[src/rtl/sum_fact_bcd_conv.sv]
// sum_fact_bcd_conv: takes one binary sum-of-factorials result per
// valid/ack handshake, converts it to packed BCD by double dabble
// (one add-3/shift step per cycle) and offers it on a valid/ready port.
module sum_fact_bcd_conv #(
  parameter int unsigned IN_W   = 13,
  parameter int unsigned DIGITS = 4,
  parameter int unsigned CNT_W  = 8
) (
  input  logic                  clk,
  input  logic                  reset,
  input  logic                  res_valid,
  input  logic [IN_W-1:0]       res_data,
  output logic                  res_ack,
  output logic                  bcd_valid,
  output logic [4*DIGITS-1:0]   bcd_data,
  input  logic                  bcd_ready,
  output logic                  busy,
  output logic [CNT_W-1:0]      conv_count
);

  localparam int unsigned BC_W = $clog2(IN_W + 1);

  typedef enum logic [1:0] {
    IDLE,
    CONV,
    DONE
  } state_t;

  state_t              state;
  logic [4*DIGITS-1:0] bcd_sr;
  logic [IN_W-1:0]     bin_sr;
  logic [BC_W-1:0]     bit_cnt;

  logic [4*DIGITS-1:0] bcd_adj;
  logic [4*DIGITS-1:0] bcd_nxt;
  logic [IN_W-1:0]     bin_nxt;

  // One double-dabble step: add 3 to every digit >= 5, then shift the
  // combined {BCD, binary} register left so the binary MSB enters digit 0.
  always_comb begin
    bcd_adj = bcd_sr;
    for (int unsigned i = 0; i < DIGITS; i++) begin
      if (bcd_sr[4*i +: 4] >= 4'd5)
        bcd_adj[4*i +: 4] = bcd_sr[4*i +: 4] + 4'd3;
    end
    {bcd_nxt, bin_nxt} = {bcd_adj, bin_sr} << 1;
  end

  // Capture strobe is only offered while idle, so upstream can never be
  // acked while a result is still being converted or delivered.
  assign res_ack = (state == IDLE) && res_valid;

  // Control FSM and datapath registers; all outputs besides res_ack are registered.
  always_ff @(posedge clk or posedge reset) begin
    if (reset) begin
      state      <= IDLE;
      bcd_sr     <= '0;
      bin_sr     <= '0;
      bit_cnt    <= '0;
      conv_count <= '0;
      bcd_valid  <= 1'b0;
      bcd_data   <= '0;
      busy       <= 1'b0;
    end else begin
      case (state)
        IDLE: begin
          if (res_valid) begin
            bin_sr  <= res_data;
            bcd_sr  <= '0;
            bit_cnt <= '0;
            busy    <= 1'b1;
            state   <= CONV;
          end
        end
        CONV: begin
          bcd_sr  <= bcd_nxt;
          bin_sr  <= bin_nxt;
          bit_cnt <= bit_cnt + 1'b1;
          // Last shift: publish the finished digits on the same edge.
          if (bit_cnt == BC_W'(IN_W - 1)) begin
            bcd_valid <= 1'b1;
            bcd_data  <= bcd_nxt;
            state     <= DONE;
          end
        end
        DONE: begin
          if (bcd_ready) begin
            bcd_valid  <= 1'b0;
            bcd_data   <= '0;
            busy       <= 1'b0;
            conv_count <= conv_count + 1'b1;
            state      <= IDLE;
          end
        end
        default: begin
          state <= IDLE;
        end
      endcase
    end
  end

endmodule

[config.mk]
export PLATFORM = sky130hd
export DESIGN_NAME = sum_fact_bcd_conv
export DESIGN_NICKNAME = d
export VERILOG_FILES = /design/src/rtl/sum_fact_bcd_conv.sv
export SDC_FILE = /design/constraint.sdc
export NUM_CORES = 1
export LEC_CHECK = 0
export CAP_MARGIN = 20
export CORE_UTILIZATION = 48
export DETAILED_ROUTE_END_ITERATION = 12
export GPL_TIMING_DRIVEN = 0
export PLACE_DENSITY = 0.75
export SLEW_MARGIN = 20
export SYNTH_ARGS = -nofsm -noshare
export SYNTH_HDL_FRONTEND = slang
export SYNTH_SLANG_ARGS = --single-unit
[constraint.sdc]
create_clock -name clk -period 1.7 [get_ports clk]
set_input_delay 0.34 -clock clk [delete_from_list [all_inputs] [get_ports clk]]
set_output_delay 0.34 -clock clk [all_outputs]
set_load 0.1 [all_outputs]
==> results by group, run 1 <==
Run status
  – Status: finished, violations left
  – Failing checks: negative setup slack

STA
  – Final worst slack: -0.170 ns
  – Final Hold Fails: 0
  – Worst Tran Pin Value: slightly below 0.7 ns
  – Max Freq: roughly 530 MHz
  – Clk_skew: 0.00795 ns
  – Max transition margin: 53.9%
  – Period utilization: 110%
  – Crit path time final: 1.87 ns
  – Max-slew violations: 0
  – RSZ-0062 raised after global routing: yes
  – Endpoints failing setup: 1

CTS
  – Clock slew at reported path FFs: 0.07 ns
  – TritonCTS buffer count: 9
  – CTS hold repair buffers: 0
  – Clk buf depth: 2
  – Clk Latency, worst-skew pair: roughly 0.34 ns
  – CTS root buf: clkbuf_8
  – H-tree depth: 3
  – CTS tree: done
  – Clk sinks: 61

Critical path
  – Critical-path maximum fanout: 6
  – Worst flop-to-flop path startpoint: bcd_sr[4]
  – Setup crit end kind: output pin
  – Required @ worst endpoint: 1.36 ns
  – R2R setup slack: ~0.090 ns
  – Critical setup path kind: flop to output pin
  – Worst R2R End: bcd_data[6]
  – CP startpoint kind: flop
  – WP data arrival: about 1.5 ns
  – Setup crit end: res_ack
  – CP Launch Point: state[0]
  – Reg2Reg Depth: 6

Die
  – # rows: 27
  – Starting Density: between 50% and 60%
  – CORE AREA: 5570 um^2
  – DIE AREA: 6190 um^2
  – Die W: about 79 um
  – Die height: 78.7 um
  – Io pins: 44

Logic synthesis
  – Syn_nets: 308
  – Synth cell types: 27
  – Syn_area_per_cell: around 10 um^2
  – Simple-Gate Fraction of Synth Area: 17.3%
  – Synth area leaders: dfrtp_1, nand3_1, ha_1
  – Register area share after synthesis: 54.1%
  – Largest area contributor in the netlist: dfrtp_1
  – Post-synth EDFFs: 0
  – Largest family of logic cells by synthesized area: simple AND/OR/NAND/NOR gates
  – Flops & latches, synth: 61
  – Cells after Synth: between 200 and 300
  – Asr flop ratio synth: 100%
  – Mux share of post-synthesis cell area: roughly 1.6%
  – Post-synth design cell area: 2820 um^2
  – Synth Warn #: 0
  – Top cell type's share of synthesized area: a little over half
  – Most used DFF post-synth: dfrtp_1
  – Post-Synth XOR/XNOR Area: 3.72%
  – Synth Area in Compound Gates: between 10% and 20%
  – Post-Synth Adder-Cell Area: 4.88%

GRT
  – Global-route usage over all layers: 22.9%
  – Global-route wire length before repair: 10600 um
  – Initial antenna violation count: 0
  – Total gr overflow: 0
  – Vias in the first global route: 2237
  – Largest net degree at the start of global routing: 33

Finish
  – # fillers: 444
  – ANT cells: 0
  – Most frequent cells in the layout: dfrtp_1, nand3_1, nor2_1, o21ai_0, clkdlybuf4s15_2
  – Nets: 370
  – Commonest non-fill, non-tap cell in the layout: dfrtp_1
  – Post-route cell area: between 3000 and 4000 um^2
  – Share of layout cells above drive strength 1: 25.1%
  – Final Non-Filler Cells: 419
  – Area delta synth->final: 32.5%

Route
  – Antenna Violating Nets Remaining: 0
  – Drt first-iter violations: 99
  – Final WL: 6460 um
  – DR vias: 2326
  – DRC Markers: 0
  – Vias/cell: around 5.6
  – DRT Pass-1 Iters: 5
  – WL/cell: approximately 15 um

Place
  – I/O Buffers: 43
  – Placed Cells: just under 400
  – Dpl hpwl: 4090 um
  – Placement Cell Area: roughly 3400 um^2
  – GPL Wtd Cong: 0.769

Job
  – Max-capacitance violation count: 0

Min path
  – Hold WC Path Type: input pin to asynchronous set/reset pin
-- cells in the mapped netlist (10+ instances only) --
cell type,n
dfrtp_1,61
nand3_1,34
nor2_1,27
o21ai_0,26
nand2_1,15
inv_1,13
o22ai_1,12
a21oi_1,11
ha_1,11
buf_2,10
xnor2_1,10
-- worst min path at each step --
| stage | slack, ns | cells after the start | endpoint | start |
|---|---|---|---|---|
| 2_1_floorplan | 0.44 | 1 | bit_cnt[3] | bit_cnt[3] |
| 3_3_place_gp | 0.46 | 1 | bit_cnt[3] | bit_cnt[3] |
| 3_5_place_dp | 0.46 | 1 | bit_cnt[3] | bit_cnt[3] |
| 4_1_cts | 0.47 | 2 | bin_sr[9] | reset |
| 5_1_grt | 0.49 | 1 | bit_cnt[3] | bit_cnt[3] |
| 6_report | 0.45 | 2 | conv_count[7] | reset |
-- timing repair --
action                     in CTS  in global routing
setup buffers                   2                  5
gates resized for setup        91                 22
pin swaps                       1                  3
cloned                          0                  1
setup endpoints to repair      30                 23
-- cells by family after synthesis --
family                   Yosys count
flip-flops                        61
AO/OA/AOI/OAI                     66
XOR/XNOR                          12
multiplexers                       4
adder cells (fa/ha/maj)           11
buffers and inverters             28
AND/OR/NAND/NOR                   98
-- metrics by stage --
| step | utilization (%) | setup TNS [ns] | hold WS [ns] | setup WS (ns) |
|---|---|---|---|---|
| floorplan | - | 0 | 0.437 | 0.0308 |
| global placement | 60.2 | -11.63 | 0.457 | -1.27 |
| detailed placement | 60.5 | -6.31 | 0.465 | -1.27 |
| CTS | 65.2 | -0.221 | 0.467 | -0.221 |
| global route | 67.1 | -0.217 | 0.492 | -0.217 |
| finish | 67.1 | -0.170 | 0.454 | -0.170 |
-- metal layers --
| layer | up-vias | GRT usage (%) | routed length [um] |
|---|---|---|---|
| met2 | 68 | 37.0 | 3220 |
| met3 | 7 | 6.98 | 358 |
| met1 | 1145 | 28.0 | 2830 |
| met4 | 0 | 10.2 | 54 |
| met5 | - | 0 | 0 |
| li1 | 1106 | - | - |
-- critical path, cell delays in order, from the launching register on --
cell and delay [ns]:
dfrtp_1 0.44, or3b_4 0.45, clkinvlp_4 0.12, buf_12 0.17
-- layout make-up --
type / count / area [um^2] / share of cell area [%]
sequential: 61 / 1530 / 41.0
multi-input combinational: 192 / 1230 / 33.0
timing repair buffer: 51 / 536 / 14.3
clock buffer: 12 / 165 / 4.42
tap: 72 / 90.1 / 2.41
buffer: 14 / 83.8 / 2.24
inverter: 13 / 56.3 / 1.51
clock inverter: 4 / 45.0 / 1.20
-- registers in the layout, summed over array words and instances (netlist names) --
register and flops:
bcd_data 16, bcd_sr 16, bcd_valid 1, bin_sr 13
bit_cnt 4, busy 1, conv_count 8, state 2
Power of run 1 is left out: the tool's default activity adds up to more than one toggle a clock period on the data nets, which glitch-free logic cannot reach.
==> inputs of run 2 (changes only) <==
--- a/config.mk
+++ b/config.mk
@@ -6,10 +6,13 @@
 export NUM_CORES = 1
 export LEC_CHECK = 0
 export CAP_MARGIN = 20
-export CORE_UTILIZATION = 48
+export CELL_PAD_IN_SITES_DETAIL_PLACEMENT = 0
+export CELL_PAD_IN_SITES_GLOBAL_PLACEMENT = 1
+export CORE_UTILIZATION = 44
 export DETAILED_ROUTE_END_ITERATION = 12
+export DONT_BUFFER_PORTS = 1
 export GPL_TIMING_DRIVEN = 0
-export PLACE_DENSITY = 0.75
+export PLACE_DENSITY_LB_ADDON = 0.1
 export SLEW_MARGIN = 20
 export SYNTH_ARGS = -nofsm -noshare
 export SYNTH_HDL_FRONTEND = slang
==> results by group, run 2 (synthesis gave the netlist of run 1 again) <==
CTS
  – H-tree depth: 3 (unchanged)
  – CTS tree: done
  – Clk Latency, worst-skew pair: 0.34 ns (about the same)
  – CTS root buf: clkbuf_8
  – Clock slew at reported path FFs: 0.07 ns (about the same)
  – TritonCTS buffer count: 9 (unchanged)
  – Clk buf depth: 2 (unchanged)
  – Clk sinks: 61 (unchanged)

Route
  – Vias/cell: 5.51 (-0.76%)
  – WL/cell: 16.1 um (+4.5%)
  – DRC Markers: 0 (unchanged)
  – DR vias: 2088 (-10%)
  – DRT Pass-1 Iters: 4 (-1)
  – Drt first-iter violations: 67 (-32%)
  – Final WL: 6110 um (-5.4%)
  – Antenna Violating Nets Remaining: 0 (unchanged)

GRT
  – Met3 usage: 5.05% (-1.9 points)
  – Global-route usage over all layers: 21.1% (-1.8 points)
  – Initial antenna violation count: 0 (unchanged)
  – GRT met1 Usage: 26.8% (-1.2 points)
  – Largest net degree at the start of global routing: 24 (-27%)
  – Total gr overflow: 0 (unchanged)
  – Global-route wire length before repair: 10300 um (-2.6%)
  – Vias in the first global route: 2138 (-4.4%)
  – Met2 usage: 34.1% (-2.9 points)
  – Most Crowded Layer GR: met2

Finish
  – Share of layout cells above drive strength 1: 20.1% (-5.0 points)
  – Area of the multi-input gates: 1190 um^2 (-3.1%)
  – # fillers: 567 (+28%)
  – Most frequent cells in the layout: dfrtp_1, nand3_1, nor2_1, o21ai_0, nand2_1
  – Final Non-Filler Cells: 379 (-9.5%)
  – Nets: 327 (-12%)
  – Area delta synth->final: 17.0%
  – Commonest non-fill, non-tap cell in the layout: dfrtp_1
  – ANT cells: 0 (unchanged)
  – Final core utilization: 54.5% (-13 points)
  – Register area: 1540 um^2 (+0.24%)
  – Top Registers: bcd_data (16), bcd_sr (16), bin_sr (13)

Place
  – I/O Buffers: 0 (-100%)
  – Placed Cells: 357 (-9.8%)
  – Dpl hpwl: 4170 um (+2.1%)
  – GPL Wtd Cong: 0.743 (-3.5%)

STA
  – Clk_skew: 0.00710 ns (-0.000846 ns)
  – RSZ-0062 raised after global routing: yes
  – Crit path time final: 1.87 ns (-0.000983 ns)
  – Setup TNS Final: -0.169 ns (+0.000983 ns)
  – Final worst slack: -0.169 ns (+0.000983 ns)
  – Final Hold Fails: 0 (unchanged)
  – Worst Tran Pin Value: 0.938 ns (+0.249 ns)
  – Max-slew violations: 0 (unchanged)
  – Endpoints failing setup: 1 (unchanged)
  – Max transition margin: 37.4% (-17 points)
  – Max Freq: 535 MHz (about the same)
  – Period utilization: 110% (about the same)

Critical path
  – Worst flop-to-flop path startpoint: bcd_sr[0]
  – R2R setup slack: 0.07 ns (-0.02 ns)
  – Required @ worst endpoint: 1.36 ns (about the same)
  – Reg2Reg Depth: 6 (unchanged)
  – Setup crit end kind: output pin
  – Crit-path max cell delay: 0.41 ns (-0.04 ns)
  – Critical setup path kind: flop to output pin
  – CP startpoint kind: flop
  – WP data arrival: 1.53 ns (about the same)
  – Critical-path maximum fanout: 5 (-1)
  – CP max stage cell: or3b_4
  – Setup crit end: res_ack
  – Worst R2R End: bcd_data[2]
  – Critical path, cell by cell: or3b_4 -> clkinvlp_4
  – CP Launch Point: state[1]

Die
  – Starting Density: 46.6% (-4.1 points)
  – Io pins: 44 (unchanged)
  – DIE AREA: 6740 um^2 (+8.9%)
  – # rows: 28 (+3.7%)
  – CORE AREA: 6060 um^2 (+8.7%)
  – Die W: 82.1 um (+4.3%)
  – Die height: 82.1 um (+4.3%)

Job
  – Max-capacitance violation count: 0 (unchanged)

Min path
  – Hold WC Path Type: input pin to flop

Run status
  – Failing checks: negative setup slack
  – Status: finished, violations left
[run 2: area by class of cell]
cell class	instances	share of cell area (%)
inverters	13	1.70
repair buffers	9	3.33
well taps	75	2.84
clock inverters	4	2.12
flip-flops and latches	61	46.5
clock buffers	12	4.70
multi-input cells	191	36.1
plain buffers	14	2.69
[run 2: timing repair]
item	in CTS	in global routing
endpoints found under the setup margin	6	26
hold endpoints to repair	17	0
setup buffers	3	3
hold buffers	1	0
resized for setup	4	16
pin swaps	1	2
[run 2: metrics by stage]
step	area [um^2]	worst slack, ns	hold WS [ns]
2_1_floorplan	2830	0.0308	0.437
3_3_place_gp	2930	-0.0349	0.449
3_5_place_dp	2980	-0.0477	0.273
4_1_cts	3240	-0.185	0.103
5_1_grt	3300	-0.221	0.110
6_report	3300	-0.169	0.115
[run 2: critical path: cells and delay by family, from the launching register on]
| kind | cells | cell delay [ns] |
|---|---|---|
| flops | 1 | 0.39 |
| buf+inv | 1 | 0.39 |
| simple gates | 1 | 0.41 |
[run 2: worst min-delay path by stage]
stage / start / end / slack (ns) / cells past startpoint
2_1_floorplan: bit_cnt[3] / bit_cnt[3] / 0.44 / 1
3_3_place_gp: res_data[0] / bin_sr[0] / 0.45 / 2
3_5_place_dp: reset / conv_count[5] / 0.27 / 1
4_1_cts: res_data[0] / bin_sr[0] / 0.10 / 2
5_1_grt: res_data[0] / bin_sr[0] / 0.11 / 2
6_report: res_data[0] / bin_sr[0] / 0.12 / 2
[run 2: layer usage]
layer	vias up	share of wire, %
met5	-	0
met4	0	1.6
met3	10	4.2
met2	53	46
met1	1003	48
li1	1022	-
Power of run 2 is left out for the same reason.
==> inputs of run 3 (changes only) <==
--- a/config.mk
+++ b/config.mk
@@ -8,11 +8,13 @@
 export CAP_MARGIN = 20
 export CELL_PAD_IN_SITES_DETAIL_PLACEMENT = 0
 export CELL_PAD_IN_SITES_GLOBAL_PLACEMENT = 1
+export CORE_ASPECT_RATIO = 1.75
 export CORE_UTILIZATION = 44
 export DETAILED_ROUTE_END_ITERATION = 12
 export DONT_BUFFER_PORTS = 1
 export GPL_TIMING_DRIVEN = 0
 export PLACE_DENSITY_LB_ADDON = 0.1
+export SKIP_LAST_GASP = 1
 export SLEW_MARGIN = 20
 export SYNTH_ARGS = -nofsm -noshare
 export SYNTH_HDL_FRONTEND = slang
==> results by group, run 3 (synthesis gave the netlist of run 1 again) <==
Route
  – Vias/cell: 5.45 (-1.0%)
  – Antenna Violating Nets Remaining: 0 (unchanged)
  – DRT Pass-1 Iters: 4 (unchanged)
  – Final WL: 6400 um (+4.7%)
  – DRC Markers: 0 (unchanged)
  – Drt first-iter violations: 71 (+6.0%)
  – WL/cell: 16.7 um (+3.6%)
  – DR vias: 2089 (+0.048%)

CTS
  – CTS root buf: clkbuf_8
  – Clk Latency, worst-skew pair: 0.34 ns (about the same)
  – Clk sinks: 61 (unchanged)
  – Clock slew at reported path FFs: 0.06 ns (about the same)
  – H-tree depth: 3 (unchanged)
  – CTS tree: done
  – TritonCTS buffer count: 9 (unchanged)
  – Clk buf depth: 2 (unchanged)

Critical path
  – Worst flop-to-flop path startpoint: bcd_sr[4]
  – Critical setup path kind: flop to output pin
  – Required @ worst endpoint: 1.36 ns (about the same)
  – Critical-path maximum fanout: 5 (unchanged)
  – Reg2Reg Depth: 6 (unchanged)
  – R2R setup slack: 0.07 ns (about the same)
  – CP startpoint kind: flop
  – Setup crit end kind: output pin
  – WP data arrival: 1.57 ns (+0.04 ns)
  – Worst R2R End: bcd_data[6]

GRT
  – Global-route usage over all layers: 21.4% (+0.27 points)
  – Vias in the first global route: 2251 (+5.3%)
  – Global-route wire length before repair: 10900 um (+5.3%)
  – Largest net degree at the start of global routing: 25 (+4.2%)
  – Initial antenna violation count: 0 (unchanged)
  – Total gr overflow: 0 (unchanged)

Min path
  – Hold WC Path Type: input pin to flop
  – Worst min-delay path endpoint: bin_sr[0]
  – Min-delay src: res_data[0]
  – Hold Crit Depth: 2 (unchanged)

Place
  – GPL Wtd Cong: 0.721 (-2.9%)
  – Placed Cells: 362 (+1.4%)
  – Dpl hpwl: 4550 um (+8.9%)
  – Placement Cell Area: 2990 um^2 (+0.21%)
  – I/O Buffers: 0 (unchanged)

Run status
  – Status: finished, violations left
  – Failing checks: negative setup slack

Die
  – Die W: 62.5 um (-24%)
  – Die height: 108 um (+32%)
  – DIE AREA: 6750 um^2 (+0.18%)
  – Io pins: 44 (unchanged)
  – Starting Density: 45.7% (-0.91 points)
  – CORE AREA: 6180 um^2 (+2.0%)
  – # rows: 38 (+36%)

STA
  – RSZ-0062 raised after global routing: yes
  – Final worst slack: -0.212 ns (-0.0425 ns)
  – Max Freq: 523 MHz (-2.2%)
  – Endpoints failing setup: 1 (unchanged)
  – Max transition margin: 37.5% (+0.096 points)
  – Worst Tran Pin Value: 0.937 ns (-0.00144 ns)
  – Max-slew violations: 0 (unchanged)
  – Clk_skew: 0.00768 ns (+0.000577 ns)
  – Fin Hold WS: 0.109 ns (-0.00654 ns)
  – Final Hold Fails: 0 (unchanged)
  – Period utilization: 112% (+2.5 points)
  – Crit path time final: 1.91 ns (+0.0425 ns)

Finish
  – Final core utilization: 52.9% (-1.6 points)
  – Top Registers: bcd_data (16), bcd_sr (16), bin_sr (13)
  – ANT cells: 0 (unchanged)
  – Post-route cell area: 3270 um^2 (-1.1%)
  – Commonest non-fill, non-tap cell in the layout: dfrtp_1
  – Most frequent cells in the layout: dfrtp_1, nand3_1, nor2_1, o21ai_0, nand2_1
  – Final Non-Filler Cells: 383 (+1.1%)
  – Area delta synth->final: 15.8%
  – Nets: 326 (-0.31%)
  – Share of layout cells above drive strength 1: 18.5% (-1.6 points)

Job
  – Max-capacitance violation count: 0 (unchanged)
-- run 3: how the worst max path moves through the flow --
stage                        startpoint             to
after floorplan           conv_count[3]  conv_count[6]
after global placement    conv_count[3]  conv_count[7]
after detailed placement  conv_count[3]  conv_count[7]
after CTS                      state[0]        res_ack
after global routing           state[0]        res_ack
final                          state[0]        res_ack
-- run 3: worst max-delay path, stage by stage, from the launching register on --
cell and delay [ns]:
dfrtp_1 0.38, or3b_4 0.44, clkinvlp_4 0.41
-- run 3: timing repair --
item | CTS | global route
gates resized for setup | 5 | 16
hold buffers | 1 | 0
endpoints found under the setup margin | 9 | 24
hold endpoints to repair | 18 | 0
pin swaps | 1 | 2
setup buffers | 3 | 2
-- run 3: layer usage --
metal	wire (um)	vias up	track usage [%]
met5	0	-	0
met4	175	0	12.0
met3	240	10	5.59
met2	3410	41	37.7
met1	2570	1022	23.0
li1	-	1016	-
-- run 3: cell type report --
cell class,instances,area (um^2)
well taps,80,100
flip-flops and latches,61,1540
clock buffers,15,176
plain buffers,14,85.1
fillers,592,2910
multi-input cells,191,1200
inverters,13,56.3
clock inverters,1,5.00
repair buffers,8,103
-- run 3: through the flow --
| step | setup WS (ns) | TNS (ns) |
|---|---|---|
| after detailed placement | -0.0937 | -0.319 |
| after global routing | -0.248 | -0.276 |
| after floorplan | 0.0308 | 0 |
| final | -0.212 | -0.212 |
| after global placement | -0.0838 | -0.192 |
| after CTS | -0.232 | -0.232 |
Power of run 3 is left out for the same reason.
